**src/rtl/if_pkg.sv**
```systemverilog
// Shared types and constants for the instruction-fetch stage.
package if_pkg;

  localparam int          XLEN_DEFAULT     = 32;
  localparam logic [31:0] NOP_INSTR        = 32'h0000_0013;
  localparam logic [31:0] RESET_PC_DEFAULT = 32'h0000_0000;

  typedef struct packed {
    logic [XLEN_DEFAULT-1:0] pc;
    logic [XLEN_DEFAULT-1:0] instr;
  } if_entry_t;

  // Number of bits needed to index 'value' entries (ceil(log2)).
  function automatic int log2_ceil(input int value);
    int width;
    width = 0;
    for (int i = 0; i < 31; i++) begin
      if ((1 << i) < value) width = i + 1;
    end
    return width;
  endfunction

endpackage

```
**src/rtl/if_fetch_fifo.sv**
```systemverilog
// Synchronous FIFO of DEPTH entries with flush; head is read straight from the storage registers.
module if_fetch_fifo
  import if_pkg::*;
#(
  parameter int  DEPTH   = 4,
  parameter type entry_t = if_entry_t
) (
  input  logic                     clk,
  input  logic                     reset,
  input  logic                     push,
  input  entry_t                   push_data,
  input  logic                     pop,
  input  logic                     flush,
  output entry_t                   head,
  output logic [log2_ceil(DEPTH):0] count,
  output logic                     full,
  output logic                     empty
);

  localparam int PTR_W = log2_ceil(DEPTH);
  localparam int CNT_W = PTR_W + 1;

  entry_t           mem [DEPTH];
  logic [PTR_W-1:0] wr_ptr;
  logic [PTR_W-1:0] rd_ptr;
  logic             do_push;
  logic             do_pop;

  assign empty   = (count == '0);
  assign full    = (count == CNT_W'(DEPTH));
  assign do_pop  = pop && !empty;
  assign do_push = push && (!full || do_pop);
  assign head    = mem[rd_ptr];

  always_ff @(posedge clk or negedge reset) begin
    if (!reset) begin
      wr_ptr <= '0;
      rd_ptr <= '0;
      count  <= '0;
      for (int i = 0; i < DEPTH; i++) mem[i] <= '0;
    end else if (flush) begin
      wr_ptr <= '0;
      rd_ptr <= '0;
      count  <= '0;
    end else begin
      if (do_push) begin
        mem[wr_ptr] <= push_data;
        wr_ptr      <= wr_ptr + PTR_W'(1);
      end
      if (do_pop) rd_ptr <= rd_ptr + PTR_W'(1);
      case ({do_push, do_pop})
        2'b10:   count <= count + CNT_W'(1);
        2'b01:   count <= count - CNT_W'(1);
        default: count <= count;
      endcase
    end
  end

endmodule

```
**src/rtl/if_prefetch_stage.sv**
```systemverilog
// Instruction-fetch stage: credit-limited imem requests feed a prefetch queue toward decode.
// Optional macro IF_PERF_CNT_EN adds perf_fetch_cnt / perf_flush_cnt outputs.
module if_prefetch_stage
  import if_pkg::*;
#(
  parameter int              XLEN     = 32,
  parameter int              DEPTH    = 4,
  parameter logic [XLEN-1:0] RESET_PC = XLEN'(RESET_PC_DEFAULT)
) (
  input  logic            clk,
  input  logic            reset,
  input  logic            pc_src,
  input  logic [XLEN-1:0] pc_branch,
  input  logic            id_ready,
  output logic            imem_req_valid,
  input  logic            imem_req_ready,
  output logic [XLEN-1:0] imem_req_addr,
  input  logic            imem_rsp_valid,
  input  logic [XLEN-1:0] imem_rsp_data,
  output logic            if_valid,
  output logic [XLEN-1:0] PC_IF,
  output logic [XLEN-1:0] INSTRUCTION_IF
`ifdef IF_PERF_CNT_EN
  ,
  output logic [31:0]     perf_fetch_cnt,
  output logic [31:0]     perf_flush_cnt
`endif
);

  localparam int CNT_W  = log2_ceil(DEPTH) + 1;
  localparam int DROP_W = log2_ceil(2 * DEPTH) + 1;

  typedef struct packed {
    logic [XLEN-1:0] pc;
    logic [XLEN-1:0] instr;
  } entry_t;

  // The request-PC FIFO only needs the PC of each outstanding request.
  typedef struct packed {
    logic [XLEN-1:0] pc;
  } req_entry_t;

  logic [XLEN-1:0]   fetch_pc;
  logic              req_en;
  logic [DROP_W-1:0] drop_cnt;
  logic [CNT_W:0]    credits_used;
  logic              req_fire;
  logic              rsp_drop;
  logic              rsp_take;

  entry_t            q_head;
  entry_t            q_push_data;
  logic              q_push;
  logic [CNT_W-1:0]  q_count;
  logic              q_full;
  logic              q_empty;

  req_entry_t        pcq_head;
  req_entry_t        pcq_push_data;
  logic [CNT_W-1:0]  pcq_count;
  logic              pcq_full;
  logic              pcq_empty;

  // Queued plus in-flight entries never exceed DEPTH, so every response has a slot.
  assign credits_used   = {1'b0, q_count} + {1'b0, pcq_count};
  assign imem_req_valid = req_en && !pc_src && !pcq_full
                          && (credits_used < (CNT_W + 1)'(DEPTH));
  assign imem_req_addr  = fetch_pc;
  assign req_fire       = imem_req_valid && imem_req_ready;

  assign rsp_drop       = imem_rsp_valid && (drop_cnt != '0);
  assign rsp_take       = imem_rsp_valid && (drop_cnt == '0) && !pcq_empty;
  assign q_push         = rsp_take && !pc_src && (!q_full || id_ready);

  assign pcq_push_data  = '{pc: fetch_pc};
  assign q_push_data    = '{pc: pcq_head.pc, instr: imem_rsp_data};

  if_fetch_fifo #(
    .DEPTH   (DEPTH),
    .entry_t (req_entry_t)
  ) u_req_pc_fifo (
    .clk       (clk),
    .reset     (reset),
    .push      (req_fire),
    .push_data (pcq_push_data),
    .pop       (rsp_take),
    .flush     (pc_src),
    .head      (pcq_head),
    .count     (pcq_count),
    .full      (pcq_full),
    .empty     (pcq_empty)
  );

  if_fetch_fifo #(
    .DEPTH   (DEPTH),
    .entry_t (entry_t)
  ) u_prefetch_queue (
    .clk       (clk),
    .reset     (reset),
    .push      (q_push),
    .push_data (q_push_data),
    .pop       (id_ready),
    .flush     (pc_src),
    .head      (q_head),
    .count     (q_count),
    .full      (q_full),
    .empty     (q_empty)
  );

  assign if_valid       = !q_empty;
  assign PC_IF          = q_empty ? '0 : q_head.pc;
  assign INSTRUCTION_IF = q_empty ? XLEN'(NOP_INSTR) : q_head.instr;

  // On redirect every in-flight request becomes a response to discard; a response
  // arriving in the redirect cycle itself is already accounted for.
  always_ff @(posedge clk or negedge reset) begin
    if (!reset) begin
      fetch_pc <= RESET_PC;
      req_en   <= 1'b0;
      drop_cnt <= '0;
    end else begin
      req_en <= 1'b1;
      if (pc_src) begin
        fetch_pc <= pc_branch & ~XLEN'(3);
        drop_cnt <= drop_cnt + DROP_W'(pcq_count) - DROP_W'(imem_rsp_valid);
      end else begin
        if (req_fire) fetch_pc <= fetch_pc + XLEN'(4);
        if (rsp_drop) drop_cnt <= drop_cnt - DROP_W'(1);
      end
    end
  end

`ifdef IF_PERF_CNT_EN
  always_ff @(posedge clk or negedge reset) begin
    if (!reset) begin
      perf_fetch_cnt <= '0;
      perf_flush_cnt <= '0;
    end else begin
      if (q_push) perf_fetch_cnt <= perf_fetch_cnt + 32'd1;
      if (pc_src) perf_flush_cnt <= perf_flush_cnt + 32'd1;
    end
  end
`endif

  a_rsp_legal: assert property (@(posedge clk) disable iff (!reset)
    imem_rsp_valid |-> (pcq_count != '0 || drop_cnt != '0));

endmodule

```
**config.mk**
```make
export PLATFORM = sky130hd
export DESIGN_NAME = if_prefetch_stage
export DESIGN_NICKNAME = d
export VERILOG_FILES = /design/src/rtl/if_pkg.sv /design/src/rtl/if_fetch_fifo.sv /design/src/rtl/if_prefetch_stage.sv
export SDC_FILE = /design/constraint.sdc
export NUM_CORES = 1
export LEC_CHECK = 0
export CORE_UTILIZATION = 64
export CTS_BUF_LIST = sky130_fd_sc_hd__clkbuf_4 sky130_fd_sc_hd__clkbuf_8 sky130_fd_sc_hd__clkbuf_16
export CTS_CLUSTER_DIAMETER = 200
export DETAILED_ROUTE_END_ITERATION = 16
export DONT_BUFFER_PORTS = 1
export PLACE_DENSITY_LB_ADDON = 0.1
export SETUP_SLACK_MARGIN = 0.3
export SLEW_MARGIN = 20
export SYNTH_ARGS = -nofsm -noshare
export SYNTH_HDL_FRONTEND = slang
export SYNTH_SLANG_ARGS = --single-unit
```
**constraint.sdc**
```tcl
create_clock -name clk -period 3.6 [get_ports clk]
set_input_delay 0.36 -clock clk [delete_from_list [all_inputs] [get_ports clk]]
set_output_delay 0.36 -clock clk [all_outputs]
set_load 0.1 [all_outputs]
```
==> impl_results.md <==
- Run status: finished, violations left
- Violations in the final reports: negative hold slack
- Number of max-slew violations in the final report: 0
- Worst setup path class: reg2out
- Data required time at the worst endpoint: 3.24 ns
- Most instantiated library cell after synthesis: sky130_fd_sc_hd__dfrtp_1
- Number of cells upsized or downsized after cts: 0
- Inserted Clock Buffers: 44
- TritonCTS clock tree: built
- Latest clock arrival within the worst-skew pair: 0.54 ns
- Fraction of layout cells with a size suffix above 1: 42.7%
- Number of antenna violations at the first check in global routing: 0
- Area of the die: 31100 µm²
- WP buf/inv: 2
- Leakage component of the power: 0.0109 µW
- Buffer count from post-CTS setup fixing: 0
- Layout Area Growth over Synthesis: 15.8%
- Worst hold-check slack: -0.480 ns
- Root cell of the clock tree: sky130_fd_sc_hd__clkbuf_16
- List of cells traversed by the critical path: nor3_1, buf_4, inv_2, and2_1
- Top cell family by delay on the critical path: simple AND/OR/NAND/NOR gates
- GR Util All Layers: 27.4%
- Max Cap Viol: 0
- Kind of start point of the critical path: register
- Initial DRC count: 670
- Clock-pin transition on the worst setup and hold timing paths: 0.06 ns
- Sequential Area: 10400 µm²
- Antenna-violating nets left: 0
- Layout Skew: 0.0153 ns
- Final std cells w/o fill: 1893
- Final period utilization: 84.5%
- Path class of the lowest-slack min-delay path: in2async
- Post-layout total power: 11900 µW
- Final hold viol count: 417
- Crit path arrival time: 2.68 ns
- CP max stage delay: 0.88 ns
- Average wire per cell in the routed design: 21.6 µm
- Quantity of hold-fixing buffers added after cts: 61
- Count of port buffers added during placement: 0
- TritonRoute pass-1 iters: 5
- Power per cell area: 529 nW/µm²
- Top cells by count, synth: 417 x sky130_fd_sc_hd__dfrtp_1, 340 x sky130_fd_sc_hd__mux2_2, 92 x sky130_fd_sc_hd__mux4_2
- # clock sinks: 417
- Die Span Y: 176 µm
- Setup repair after global routing missed its margin: no
- Post-Syn Area: 19500 µm²
- Number of distinct library cells after synthesis: 52
- Cell type contributing the most total cell area after synthesis: sky130_fd_sc_hd__dfrtp_1
- Pin count of the biggest net entering global routing: 418
- Final critical delay including setup and external delays: 3.04 ns
- Slew at the pin closest to its max-slew limit: 1.15 ns
- Total negative slack: 0 ns
- Routability congestion estimate: 0.857
- Ys async rst share: 100%
- Number of synthesized flops with an enable pin: 0
- X dimension of the die: 176 µm
- Total grt overflow: 0
- Max Buffers Root-to-Sink: 3
- Largest fanout on the critical path: 28
- Leading cell types by total area after synthesis: sky130_fd_sc_hd__dfrtp_1 54%, sky130_fd_sc_hd__mux2_2 20%, sky130_fd_sc_hd__mux4_2 11%, sky130_fd_sc_hd__and2_1 2.1%, sky130_fd_sc_hd__mux2_1 1.7%
- Highest-delay cell along the critical path: sky130_fd_sc_hd__and2_1
- Global-route wire length before repair: 66400 µm
- Final setup violation count: 0
- Wirelength, routed: 40900 µm
- Number of placed instances with taps included: 1754
- Via count normalized by instance count: 6.15
- Core region area: 29800 µm²
- Ys flop type: sky130_fd_sc_hd__dfrtp_1
- Average cell area after synthesis: 14.4 µm²
- Area used by multi-input combinational logic: 8510 µm²
- Vias in the first global route: 12580
- Yosys reg bits: 417
- Number of top-level design ports: 168
- Net total in the final layout: 1563
- Cell row count: 63
- Maximum clock frequency: 329 MHz
- Count of synthesis-stage warnings from yosys: 0
- Part of the Yosys area used for sequential elements: 53.6%
- Cell count after synthesis: 1349
- H-Tree Level Count: 2
- Effective utilization at floorplan: 65.3%
- Element type at the critical path end: primary output
- Max_slew headroom: 23.5%
- Post-route DRC violation count: 0
- Filler cell count: 1868
- Final HPWL DP: 24400 µm
- Area share of the largest cell type after synthesis: 53.6%
- Vias: 11647
- Worst ir drop on vdd: 0.000423 V
cells in the final DEF (no fill, tap or decap), drive strengths merged, types with 2 or more instances in the layout:
cell	Yosys	final
a31oi	4	4
dfrtp	417	417
or2	4	4
nand4	12	12
nor4	3	3
clkinv	0	5
clkbuf	47	67
nand2b	2	2
conb	2	5
mux4	92	92
nand2	51	51
a22oi	4	4
and3	6	6
bufinv	0	3
and4	2	2
xnor2	10	10
a21o	6	6
o211ai	13	13
fa	3	3
nor3	7	7
buf	53	113
nor2	23	23
mux2	370	370
a221o	3	3
o31ai	3	3
o21ai	15	15
mux2i	5	5
xor2	8	8
inv	28	29
nand3	26	26
a21oi	9	9
dlygate4sd3	0	60
o311ai	7	7
or3	9	9
ha	19	19
or4	10	10
and2	65	65
a211oi	3	3
metal layers:
layer | vias up | wire length, µm | part of all wire, % | global-route usage (%)
met2 | 313 | 20200 | 49 | 45.9
met5 | - | 0 | 0 | 0
li1 | 5172 | - | - | -
met4 | 0 | 871 | 2.1 | 8.19
met3 | 62 | 1870 | 4.6 | 4.39
met1 | 6100 | 17900 | 44 | 37.1
cell families (layout without fill, tap and decap cells):
family	after synthesis	after routing	synth area share, %
xor gates and xnor gates	18	18	0.810
buffers and inverters	128	278	2.97
muxes	467	467	32.3
adders and majority gates	22	22	1.53
DFF	417	417	53.6
AOI/OAI and AO/OA	71	71	2.51
other	2	6	0.0386
and+or+nand+nor	224	224	6.25
registers in the layout, indices dropped and copies added, names as in the netlist:
register / cells
u_prefetch_queue.mem: 248
u_req_pc_fifo.mem: 120
imem_req_addr: 30
drop_cnt: 4
u_prefetch_queue.count: 3
u_req_pc_fifo.count: 3
u_prefetch_queue.rd_ptr: 2
u_prefetch_queue.wr_ptr: 2
u_req_pc_fifo.rd_ptr: 2
u_req_pc_fifo.wr_ptr: 2
req_en: 1
stage by stage:
stage          instance area (µm²)  utilization (%)  setup slack, ns
3_5_place_dp                 20400             68.6            0.611
6_report                     22500             75.7            0.557
4_1_cts                      22500             75.7            0.542
5_1_grt                      22500             75.7            0.395
3_3_place_gp                 20400             68.6            0.644
2_1_floorplan                19500                -            0.628
cell type report:
class	instances	share of cell area (%)
sequential	417	46.3
multi-input combinational	807	37.7
timing repair buffer	173	6.76
clock buffer	67	5.92
tap	390	2.16
clock inverter	10	0.633
inverter	28	0.466
antenna	1	0.0111
worst register-to-register path, stage by stage (launching register included):
cell	delay, ns
sky130_fd_sc_hd__dfrtp_1	0.47
sky130_fd_sc_hd__ha_1	0.32
sky130_fd_sc_hd__or3_1	0.38
sky130_fd_sc_hd__nor4_4	0.22
sky130_fd_sc_hd__buf_4	0.23
sky130_fd_sc_hd__nand2_1	0.46
sky130_fd_sc_hd__xnor2_1	0.46
sky130_fd_sc_hd__mux2_2	0.37
final timing paths:
path,from,slack (ns),cells after the start,endpoint
min,reset,-0.48,0,u_prefetch_queue.mem[202]$_DFFE_PN0P_
min in group clk,pc_src,0.03,2,drop_cnt[1]$_DFFE_PN0P_
max,u_prefetch_queue.count[0]$_DFFE_PN0P_,0.56,4,PC_IF[20]
min reg2reg,u_req_pc_fifo.mem[22]$_DFFE_PN0P_,0.48,1,u_req_pc_fifo.mem[22]$_DFFE_PN0P_
max reg2reg,u_prefetch_queue.count[2]$_DFFE_PN0P_,0.58,7,u_req_pc_fifo.count[0]$_DFFE_PN0P_
max in group asynchronous,reset,3.14,0,u_req_pc_fifo.rd_ptr[0]$_DFFE_PN0P_
power breakdown:
| group | total, µW | switching, µW | internal (µW) |
|---|---|---|---|
| Combinational | 1870 | 959 | 906 |
| Clock | 4540 | 1770 | 2770 |
| Sequential | 5520 | 313 | 5210 |
| Total | 11900 | 3040 | 8890 |
(Power assumes the default switching activity.)
